==> config.mk <==
export PLATFORM = sky130hd
export DESIGN_NAME = motor_drive
export DESIGN_NICKNAME = d
export VERILOG_FILES = /design/src/rtl/motor_pkg.sv /design/src/rtl/motor_drive_chnl.sv /design/src/rtl/motor_drive.sv
export SDC_FILE = /design/constraint.sdc
export NUM_CORES = 1
export LEC_CHECK = 0
export CORE_MARGIN = 3
export CORE_UTILIZATION = 30
export DETAILED_ROUTE_END_ITERATION = 12
export GPL_TIMING_DRIVEN = 0
export PLACE_DENSITY = 0.48
export SETUP_SLACK_MARGIN = 0.3
export SLEW_MARGIN = 0
export SYNTH_ARGS = -nofsm -noshare
export SYNTH_HDL_FRONTEND = slang
export SYNTH_SLANG_ARGS = --single-unit
==> constraint.sdc <==
create_clock -name clk -period 3.5 [get_ports clk]
set_input_delay 0.525 -clock clk [delete_from_list [all_inputs] [get_ports clk]]
set_output_delay 0.525 -clock clk [all_outputs]
set_load 0.02 [all_outputs]
==> src/rtl/motor_pkg.sv <==
// Shared types, default parameters and command-magnitude helper for the
// H-bridge motor drive.
package motor_pkg;

    localparam int unsigned PWM_BITS     = 10;
    localparam int unsigned DEAD_PERIODS = 2;
    localparam int unsigned CMD_W        = 11;
    localparam int unsigned MAG_W        = 10;

    typedef enum logic [1:0] {COAST, FWD, REV, DEAD} mtr_state_t;

    typedef logic dir_t;
    localparam dir_t DIR_FWD = 1'b0;
    localparam dir_t DIR_REV = 1'b1;

    // |cmd| clipped to 10 bits; only -1024 overflows and maps to 1023
    function automatic logic [MAG_W-1:0] abs_sat11to10(input logic [CMD_W-1:0] cmd);
        logic [CMD_W-1:0] mag;
        mag = cmd[CMD_W-1] ? CMD_W'(-cmd) : cmd;
        if (mag[CMD_W-1]) begin
            return '1;
        end
        return mag[MAG_W-1:0];
    endfunction

endpackage

==> src/rtl/motor_drive_chnl.sv <==
// One wheel channel: period-sampled shadow magnitude, direction FSM with
// dead-time on reversal, and the registered PWM compare.
module mtr_chnl #(
    parameter int unsigned PWM_BITS     = motor_pkg::PWM_BITS,
    parameter int unsigned DEAD_PERIODS = motor_pkg::DEAD_PERIODS
) (
    input  logic                        clk,
    input  logic                        rst_n,
    input  logic                        sample_i,
    input  logic                        en_i,
    input  logic [PWM_BITS-1:0]         cnt_i,
    input  logic [motor_pkg::CMD_W-1:0] cmd_i,
    output logic                        fwd_o,
    output logic                        rev_o
);
    import motor_pkg::*;

    localparam int unsigned DEAD_W = (DEAD_PERIODS > 1) ? $clog2(DEAD_PERIODS) : 1;
    localparam logic [DEAD_W-1:0] DEAD_LAST = DEAD_W'(DEAD_PERIODS - 1);

    mtr_state_t        state_q, state_d;
    logic [MAG_W-1:0]  mag_q, mag_d;
    dir_t              last_dir_q, last_dir_d;
    logic [DEAD_W-1:0] dead_q, dead_d;
    logic              fwd_q, fwd_d;
    logic              rev_q, rev_d;
    dir_t              new_dir;
    logic              on;

    always_ff @(posedge clk or negedge rst_n) begin
        if (!rst_n) begin
            state_q    <= COAST;
            mag_q      <= '0;
            last_dir_q <= DIR_FWD;
            dead_q     <= '0;
            fwd_q      <= 1'b0;
            rev_q      <= 1'b0;
        end else begin
            state_q    <= state_d;
            mag_q      <= mag_d;
            last_dir_q <= last_dir_d;
            dead_q     <= dead_d;
            fwd_q      <= fwd_d;
            rev_q      <= rev_d;
        end
    end

    // State and shadow only move at the period boundary
    always_comb begin
        state_d    = state_q;
        mag_d      = mag_q;
        last_dir_d = last_dir_q;
        dead_d     = dead_q;
        new_dir    = cmd_i[CMD_W-1];
        if (sample_i) begin
            mag_d  = en_i ? abs_sat11to10(cmd_i) : '0;
            dead_d = '0;
            if (mag_d == '0) begin
                state_d = COAST;
            end else if (new_dir == last_dir_q) begin
                state_d = (last_dir_q == DIR_REV) ? REV : FWD;
            end else if (state_q != DEAD) begin
                state_d = DEAD;
            end else if (dead_q == DEAD_LAST) begin
                state_d    = (new_dir == DIR_REV) ? REV : FWD;
                last_dir_d = new_dir;
            end else begin
                dead_d = dead_q + DEAD_W'(1);
            end
        end
        on    = en_i && (cnt_i < PWM_BITS'(mag_d));
        fwd_d = on && (state_d == FWD);
        rev_d = on && (state_d == REV);
    end

    assign fwd_o = fwd_q;
    assign rev_o = rev_q;

endmodule

==> src/rtl/motor_drive.sv <==
// Dual H-bridge PWM driver: shared period counter, period-start pulse and
// go gating around two wheel channels.
module motor_drive #(
    parameter int unsigned PWM_BITS     = motor_pkg::PWM_BITS,
    parameter int unsigned DEAD_PERIODS = motor_pkg::DEAD_PERIODS
) (
    input  logic                        clk,
    input  logic                        rst_n,
    input  logic                        go,
    input  logic [motor_pkg::CMD_W-1:0] lft,
    input  logic [motor_pkg::CMD_W-1:0] rht,
    output logic                        fwd_lft,
    output logic                        rev_lft,
    output logic                        fwd_rht,
    output logic                        rev_rht,
    output logic                        prd_strt
);
    import motor_pkg::*;

    logic [PWM_BITS-1:0] cnt_q, cnt_d;
    logic                prd_q, prd_d;
    logic                go_en_q, go_en_d;
    logic                sample_c;

    always_ff @(posedge clk or negedge rst_n) begin
        if (!rst_n) begin
            cnt_q   <= '0;
            prd_q   <= 1'b0;
            go_en_q <= 1'b0;
        end else begin
            cnt_q   <= cnt_d;
            prd_q   <= prd_d;
            go_en_q <= go_en_d;
        end
    end

    // go may kill drive at any edge but can only re-arm it at a period start
    always_comb begin
        sample_c = (cnt_q == '0);
        cnt_d    = cnt_q + PWM_BITS'(1);
        prd_d    = &cnt_q;
        go_en_d  = sample_c ? go : (go_en_q & go);
    end

    mtr_chnl #(
        .PWM_BITS     (PWM_BITS),
        .DEAD_PERIODS (DEAD_PERIODS)
    ) u_lft (
        .clk      (clk),
        .rst_n    (rst_n),
        .sample_i (sample_c),
        .en_i     (go_en_d),
        .cnt_i    (cnt_q),
        .cmd_i    (lft),
        .fwd_o    (fwd_lft),
        .rev_o    (rev_lft)
    );

    mtr_chnl #(
        .PWM_BITS     (PWM_BITS),
        .DEAD_PERIODS (DEAD_PERIODS)
    ) u_rht (
        .clk      (clk),
        .rst_n    (rst_n),
        .sample_i (sample_c),
        .en_i     (go_en_d),
        .cnt_i    (cnt_q),
        .cmd_i    (rht),
        .fwd_o    (fwd_rht),
        .rev_o    (rev_rht)
    );

    assign prd_strt = prd_q;

endmodule

==> results of run 1 <==
==> worst max-delay path by stage <==
| stage | from | endpoint | slack, ps | depth (start not counted) |
|---|---|---|---|---|
| 6_report | lft[1] | u_lft.rev_o | 370 | 15 |
| 5_1_grt | lft[1] | u_lft.rev_o | 240 | 15 |
| 4_1_cts | cnt_q[6] | u_lft.rev_o | 280 | 14 |
| 3_5_place_dp | lft[1] | u_lft.rev_o | -650 | 16 |
| 3_3_place_gp | lft[1] | u_lft.rev_o | -650 | 16 |
| 2_1_floorplan | lft[2] | u_lft.rev_o | 380 | 14 |
==> critical path, delay by kind of cell <==
kind / cells / cell delay [ps]
AND/OR/NAND/NOR: 4 / 760
AO/OA/AOI/OAI: 8 / 1460
adder cells (fa/ha/maj): 1 / 220
XOR/XNOR: 1 / 130
buffers and inverters: 1 / 280
==> kinds of logic (layout without fill, tap and decap cells) <==
| family | Yosys count | count (layout) |
|---|---|---|
| adders and majority gates | 22 | 22 |
| DFF | 44 | 44 |
| muxes | 3 | 3 |
| and+or+nand+nor | 119 | 119 |
| AOI/OAI and AO/OA | 89 | 89 |
| buffers and inverters | 44 | 91 |
| xor gates and xnor gates | 17 | 17 |
==> area by class of cell <==
cell class | instances | area (sq um) | share of cell area, %
clock inverters | 2 | 35.0 | 0.914
flip-flops and latches | 44 | 1110 | 28.9
clock buffers | 6 | 72.6 | 1.89
plain buffers | 14 | 87.6 | 2.28
well taps | 129 | 161 | 4.21
multi-input cells | 250 | 1900 | 49.7
repair buffers | 39 | 354 | 9.23
inverters | 30 | 113 | 2.94
==> timing repair <==
| item | CTS | global route |
|---|---|---|
| setup endpoints to repair | 5 | 5 |
| buffers inserted | 10 | 4 |
| gates resized for setup | 54 | 30 |
| pin swaps | 10 | 16 |
==> stage by stage <==
step | cell area (sq um) | setup TNS (ps)
5_1_grt | 3830 | 0
4_1_cts | 3690 | 0
2_1_floorplan | 2940 | 0
3_3_place_gp | 3350 | -2090
6_report | 3830 | 0
3_5_place_dp | 3360 | -2150
==> power breakdown <==
part / leakage [nW] / internal (mW) / switching (mW)
Sequential: 0.564 / 0.528 / 0.00928
Clock: 0.0552 / 0.212 / 0.179
Combinational: 1.05 / 0.0909 / 0.124
Total: 1.67 / 0.831 / 0.312
==> registers in the layout, summed over array words and instances, names as in the netlist, 2 cells and up <==
register and flops:
u_rht.mag_q 10, cnt_q 10, u_lft.state_q 2, u_lft.mag_q 10, u_rht.state_q 2
==> cell usage in the layout (no fill, tap or decap), types with 4 or more instances in the layout <==
cell type        count
nand4_1             10
inv_2                4
o21a_1               6
a21oi_1             18
o21ai_0             13
clkdlybuf4s50_1     12
and2_1               5
clkbuf_1             4
buf_4               16
dfrtp_1             39
ha_1                19
nor2_1              18
a22oi_1              5
dfrtp_2              5
a31oi_1              6
o211ai_1             5
inv_1               25
nand3_1             10
and3_1               4
clkbuf_8             6
dlygate4sd2_1        9
nand2_1             35
xor2_1               7
xnor2_1              9
nor3_1               9
==> routing by layer <==
layer	vias up	share of wire, %	GRT usage (%)
li1	1316	-	-
met1	1267	51	21.3
met2	51	45	23.1
met3	6	3.8	2.84
met4	0	0.52	3.56
met5	-	0	0
==> metrics.txt, run 1 <==
antenna-violating nets left=0; # setup viols final=0; distinct cell type count after synthesis=51; Util after Layout=between 40 and 50%; post-synth net total=just under 400; DRC=0; largest net degree at the start of global routing=26; post-synthesis mux area share=~1.3%; P_leak=roughly 1.7 nW; FF+latch count, synth=44; DP HPWL=5.86 mm; compound-cell area share of the yosys netlist=about a fifth; port bufs=24; HP Class=primary input to asynchronous set/reset pin; Yosys warning total=0; Clock Skew=~5.3 ps; I/O pin total=30; simple-gate share of the synthesized area=approximately a fifth; final worst slack=about 370 ps; first-pass GRT wire length=between 10 and 15 mm; Max Freq=320 MHz; Crit path arrival time=between 3000 and 4000 ps; R2R Setup Slk=420 ps; Final Critical Period=between 3000 and 4000 ps; CTS Buf Count=5; Post-synth top cells=dfrtp_1 (44), nand2_1 (36), inv_1 (29), ha_1 (22), a21oi_1 (21); Pre-Repair DR Iteration Count=4; Pwr Total=~1.1 mW; PD cells=just under 300 nW/um^2; CP cell instances=dlygate4sd2_1, or2_4, o41ai_4, xor2_2, a21oi_1, nand2_1, and2_4, ha_4, a21oi_1, o21ai_0, a21o_1, a211oi_2, o21ai_2, a31oi_2, nor3b_2; die height=roughly 100 microns; status=complete, no violations; worst-path maximum fanout=4; CTS Buffer Depth=2; most frequent cell after synthesis=dfrtp_1; WL final=a little over 8 mm; grt total ovfl=0; xor/xnor cell area share of the yosys netlist=between 5 and 6%; Initial Utilization=about a third; vias in the first global route=2530; Crit path top cell by count=a21oi_1; Worst-Margin Slew=roughly 490 ps; Post-synth EDFFs=0; Vias=between 2000 and 3000; mapped cell area=about 3000 sq um; Routed WL per cell=15.8 microns; r2r endpoint=u_lft.rev_o; DP Cell Count=492; core area=9370 sq um; Yosys top cell by area=dfrtp_1; Post-Synth Adder-Cell Area=under 10%; share of the synthesized area in the top cell type=roughly 37%; Synth Instances=roughly 340; GR Util All Layers=14.9%; period utilisation layout=between 80 and 90%; Final Hold Viols=0; Seq/Total Area, Yosys=a little under two fifths; nets=between 400 and 500; crit path max-delay cell type=o41ai_4; die width=105 microns; RSZ-0062 raised after global routing=yes; row cnt=35; Clock Tree Root=clkbuf_8; Clock Sinks=44; VDD IR max=roughly 0.00016 V; Final Non-Filler Cells=514; ys async rst share=between 90% and 100%; area growth from synthesis to layout=30.5%; Final Slew Violations=0; prevailing post-synth register cell=dfrtp_1; critical path endpoint category=flip-flop; critical path startpoint category=primary input; hold slack=176 ps; Antenna diodes=0; mean post-synth cell area=8.69 sq um; Worst-path clk slew=about 90 ps; initial antenna violation count=0; Via density=about 5; fillers=957; layout cell share with drive strength beyond 1=between 20% and 30%; maxcap violations=0; hold_buf cts=0; top cells by area, synth=dfrtp_1 (37%), ha_1 (9.4%), nand2_1 (4.6%), inv_1 (3.7%), a21oi_1 (3.6%); Clock Latency Late Sink=roughly 290 ps; die area=around 11000 sq um; critical path class=primary input to flip-flop; Routability Congestion=slightly above 0.8; Iteration-0 DRC Markers=about 90; CTS tree=built; r2r worst-path depth=14; H-Tree Level Count=2; Worst Path Required=3720 ps; Relative slew margins=67.5%; post-place setup slack=-653 ps; worst r2r src=cnt_q[8]; crit-path max cell delay=slightly below 400 ps; largest family of logic cells by synthesized area=simple AND/OR/NAND/NOR gates
(Power assumes the default switching activity.)
==> inputs of run 2 (changes only) <==
--- a/config.mk
+++ b/config.mk
@@ -5,11 +5,12 @@
 export SDC_FILE = /design/constraint.sdc
 export NUM_CORES = 1
 export LEC_CHECK = 0
+export ABC_AREA = 1
 export CORE_MARGIN = 3
 export CORE_UTILIZATION = 30
 export DETAILED_ROUTE_END_ITERATION = 12
 export GPL_TIMING_DRIVEN = 0
-export PLACE_DENSITY = 0.48
+export PLACE_DENSITY = 0.47
 export SETUP_SLACK_MARGIN = 0.3
 export SLEW_MARGIN = 0
 export SYNTH_ARGS = -nofsm -noshare
==> run 2 against run 1 <==
Against the previous run:
- clock power up 3%
- power fell by 2.4%
- combinational power decreased by 18%
- critical path depth rose by 2
- cell area is 1.6% lower
- global-route usage shrank 0.31 points
- worst hold slack worse by 52 ps
- critical endpoint is now u_lft.fwd_o
==> metrics.txt, run 2 <==
maxcap violations=0 (unchanged); Pre-Repair DR Iteration Count=4 (unchanged); # setup viols final=0 (unchanged); row cnt=36 (+2.9%); most frequent cell after synthesis=nand2_1; PD cells=296 nW/um^2 (-0.82%); ys async rst share=100% (unchanged); Via density=4.68 (-8.9%); status=complete, no violations; DP HPWL=6.27 mm (+6.9%); Final Slew Violations=0 (unchanged); CTS Buffer Depth=2 (unchanged); most frequent cells in the layout=nand2_1 (141), inv_1 (57), dfrtp_1 (44); Reg power frac=48.0% (+1.0 points); Post-synth EDFFs=0 (unchanged); FF+latch count, synth=44 (unchanged); I/O pin total=30 (unchanged); Yosys warning total=0 (unchanged); Routability Congestion=0.780 (-5.8%); grt total ovfl=0 (unchanged); Synth Instances=448 (+33%); vias in the first global route=2852 (+13%); Final Critical Period=2890 ps (-242 ps); Relative slew margins=71.2% (+3.6 points); switching share of power=26.8% (-0.49 points); core area=9950 sq um (+6.2%); DRC=0 (unchanged); Initial Utilization=31.4% (+0.049 points); Iteration-0 DRC Markers=124 (+36%); Antenna diodes=0 (unchanged); Util after Layout=37.9% (-3.0 points); Psw=0.299 mW (-4.2%); CP Launch Point=lft[5]; Clock Tree Root=clkbuf_8; critical path endpoint category=flip-flop; share of the synthesized area in the top cell type=35.2% (-2.3 points); Seq/Total Area, Yosys=35.2% (-2.3 points); Clock Skew=14.1 ps (+8.86 ps); post-synth net total=495 (+29%); Yosys top cell by area=dfrtp_1; cell area after layout=3770 sq um (-1.6%); port bufs=28 (+17%); die width=108 microns (+3.0%); Worst-path clk slew=100 ps (about the same); Clock Latency Late Sink=300 ps (about the same); HP Class=primary input to asynchronous set/reset pin; clock network fraction of total power=36.1% (+1.9 points); Crit path arrival time=3130 ps (-220 ps); initial antenna violation count=0 (unchanged); placed inst area=3590 sq um (+6.7%); GR Util All Layers=14.5% (-0.31 points); critical path class=primary input to flip-flop; fillers=1062 (+11%); VDD IR max=0.000160 V (+1.4%); critical path startpoint category=primary input; Vias=2893 (+9.6%); worst-path maximum fanout=10 (+6); part of the power in combinational logic=15.9% (-2.9 points); die height=108 microns (+3.0%); Worst-Margin Slew=432 ps (-54.7 ps); WL final=7.99 mm (-1.5%); internal power=0.816 mW (-1.7%); prevailing post-synth register cell=dfrtp_1; die area=11700 sq um (+6.0%); largest registers=cnt_q x10, u_lft.mag_q x10, u_rht.mag_q x10; P_leak=1.85 nW (+11%); mean post-synth cell area=6.98 sq um (-20%); CTS tree=built; Worst Path Required=3740 ps (+20 ps); area growth from synthesis to layout=20.7%; nets=531 (+23%); top cells by area, synth=dfrtp_1 (35%), nand2_1 (17%), ha_1 (8.8%), inv_1 (7.1%), nand3_1 (6.2%); largest net degree at the start of global routing=31 (+19%); mapped cell area=3130 sq um (+6.4%); Final Hold Viols=0 (unchanged); Max Freq=346 MHz (+8.4%); period utilisation layout=82.5% (-6.9 points); layout cell share with drive strength beyond 1=10.5% (-11 points); commonest non-fill, non-tap cell in the layout=nand2_1; Post-synth top cells=nand2_1 (142), inv_1 (59), dfrtp_1 (44), nand3_1 (39), nor2_1 (31); worst r2r src=cnt_q[1]; Clock Sinks=44 (unchanged); RSZ-0062 raised after global routing=no; distinct cell type count after synthesis=30 (-41%); CTS Buf Count=5 (unchanged); H-Tree Level Count=2 (unchanged); Setup Buffers After CTS=0 (-10); first-pass GRT wire length=13.5 mm (+2.7%); hold_buf cts=0 (unchanged); Routed WL per cell=12.9 microns (-18%); antenna-violating nets left=0 (unchanged)
==> run 2: changes by cell type after synthesis, moves of 5 or more <==
cell,before,now
nand2_1,36,142
inv_1,29,59
nand3_1,11,39
o21ai_0,15,27
nor2_1,20,31
a21oi_1,21,14
a22oi_1,7,0
a31oi_1,7,0
xnor2_1,9,2
and2_1,6,0
o21a_1,6,0
o21ai_1,0,6
nand4_1,10,5
==> run 2: cell type report <==
cell class	count	area [sq um]	share of cell area [%]
inverter	62	233	6.17
buffer	10	66.3	1.76
timing repair buffer	29	295	7.82
clock buffer	5	68.8	1.82
multi-input combinational	332	1800	47.6
clock inverter	3	46.3	1.23
tap	133	166	4.41
sequential	44	1100	29.2
==> run 2: what timing repair did <==
item / CTS / global route
endpoints found under the setup margin: 4 / 4
gates resized for setup: 4 / 28
pin swaps: 0 / 2
==> run 2: per-layer routing <==
| layer | wire length [microns] | part of all wire (%) | vias to the layer above | track usage [%] |
|---|---|---|---|---|
| li1 | - | - | 1500 | - |
| met1 | 3850 | 48 | 1344 | 19.3 |
| met2 | 3800 | 48 | 41 | 24.7 |
| met3 | 241 | 3.0 | 8 | 2.27 |
| met4 | 101 | 1.3 | 0 | 3.79 |
| met5 | 0 | 0 | - | 0 |
==> run 2: cell families (layout without fill, tap and decap cells) <==
family / Yosys count / after routing / synth area share [%]
xor+xnor: 8 / 8 / 2.24
fa+ha+maj: 22 / 22 / 8.81
flops: 44 / 44 / 35.2
buf+inv: 72 / 109 / 9.41
simple gates: 247 / 247 / 34.9
compound gates: 55 / 55 / 9.45
==> run 2: critical path, stage by stage <==
cell	delay (ps)
clkdlybuf4s50_1	480
nor2_1	150
inv_1	60
nor2_1	210
nand3_4	180
nand3_1	130
nand2_1	90
o21ai_2	140
inv_1	60
ha_1	290
a21oi_1	150
nor2_1	50
a211oi_1	170
nor2_1	80
nor3_2	130
nand2_1	120
nor2_1	120
==> run 2: worst paths after layout <==
path                       depth (start not counted)  slack [ps]             end
min                                                1         120        prd_strt
max in group asynchronous                          2        2880  u_lft.mag_q[7]
min in group clk                                   1         490        cnt_q[0]
max                                               17         610     u_lft.fwd_o
min reg2reg                                        1         490        cnt_q[0]
max reg2reg                                       16         610     u_lft.fwd_o
==> run 2: power groups by stage <==
stage	logic [mW]	clock network, mW	registers (mW)
3_3_place_gp	0.169	0	0.545
4_1_cts	0.175	0.424	0.536
6_report	0.177	0.403	0.536
5_1_grt	0.207	0.439	0.538
3_5_place_dp	0.173	0	0.546
2_1_floorplan	0.104	0	0.544
==> run 2: per-stage QoR <==
step,setup TNS [ps],power (mW),worst slack (ps),std cells,hold WS (ps)
final,0,1.12,612,618,124
after global routing,0,1.18,297,618,137
after CTS,0,1.13,321,618,127
after detailed placement,-59.9,0.719,-40.5,610,461
after global placement,-84.1,0.715,-31.0,609,485
after floorplan,0,0.648,910,448,229
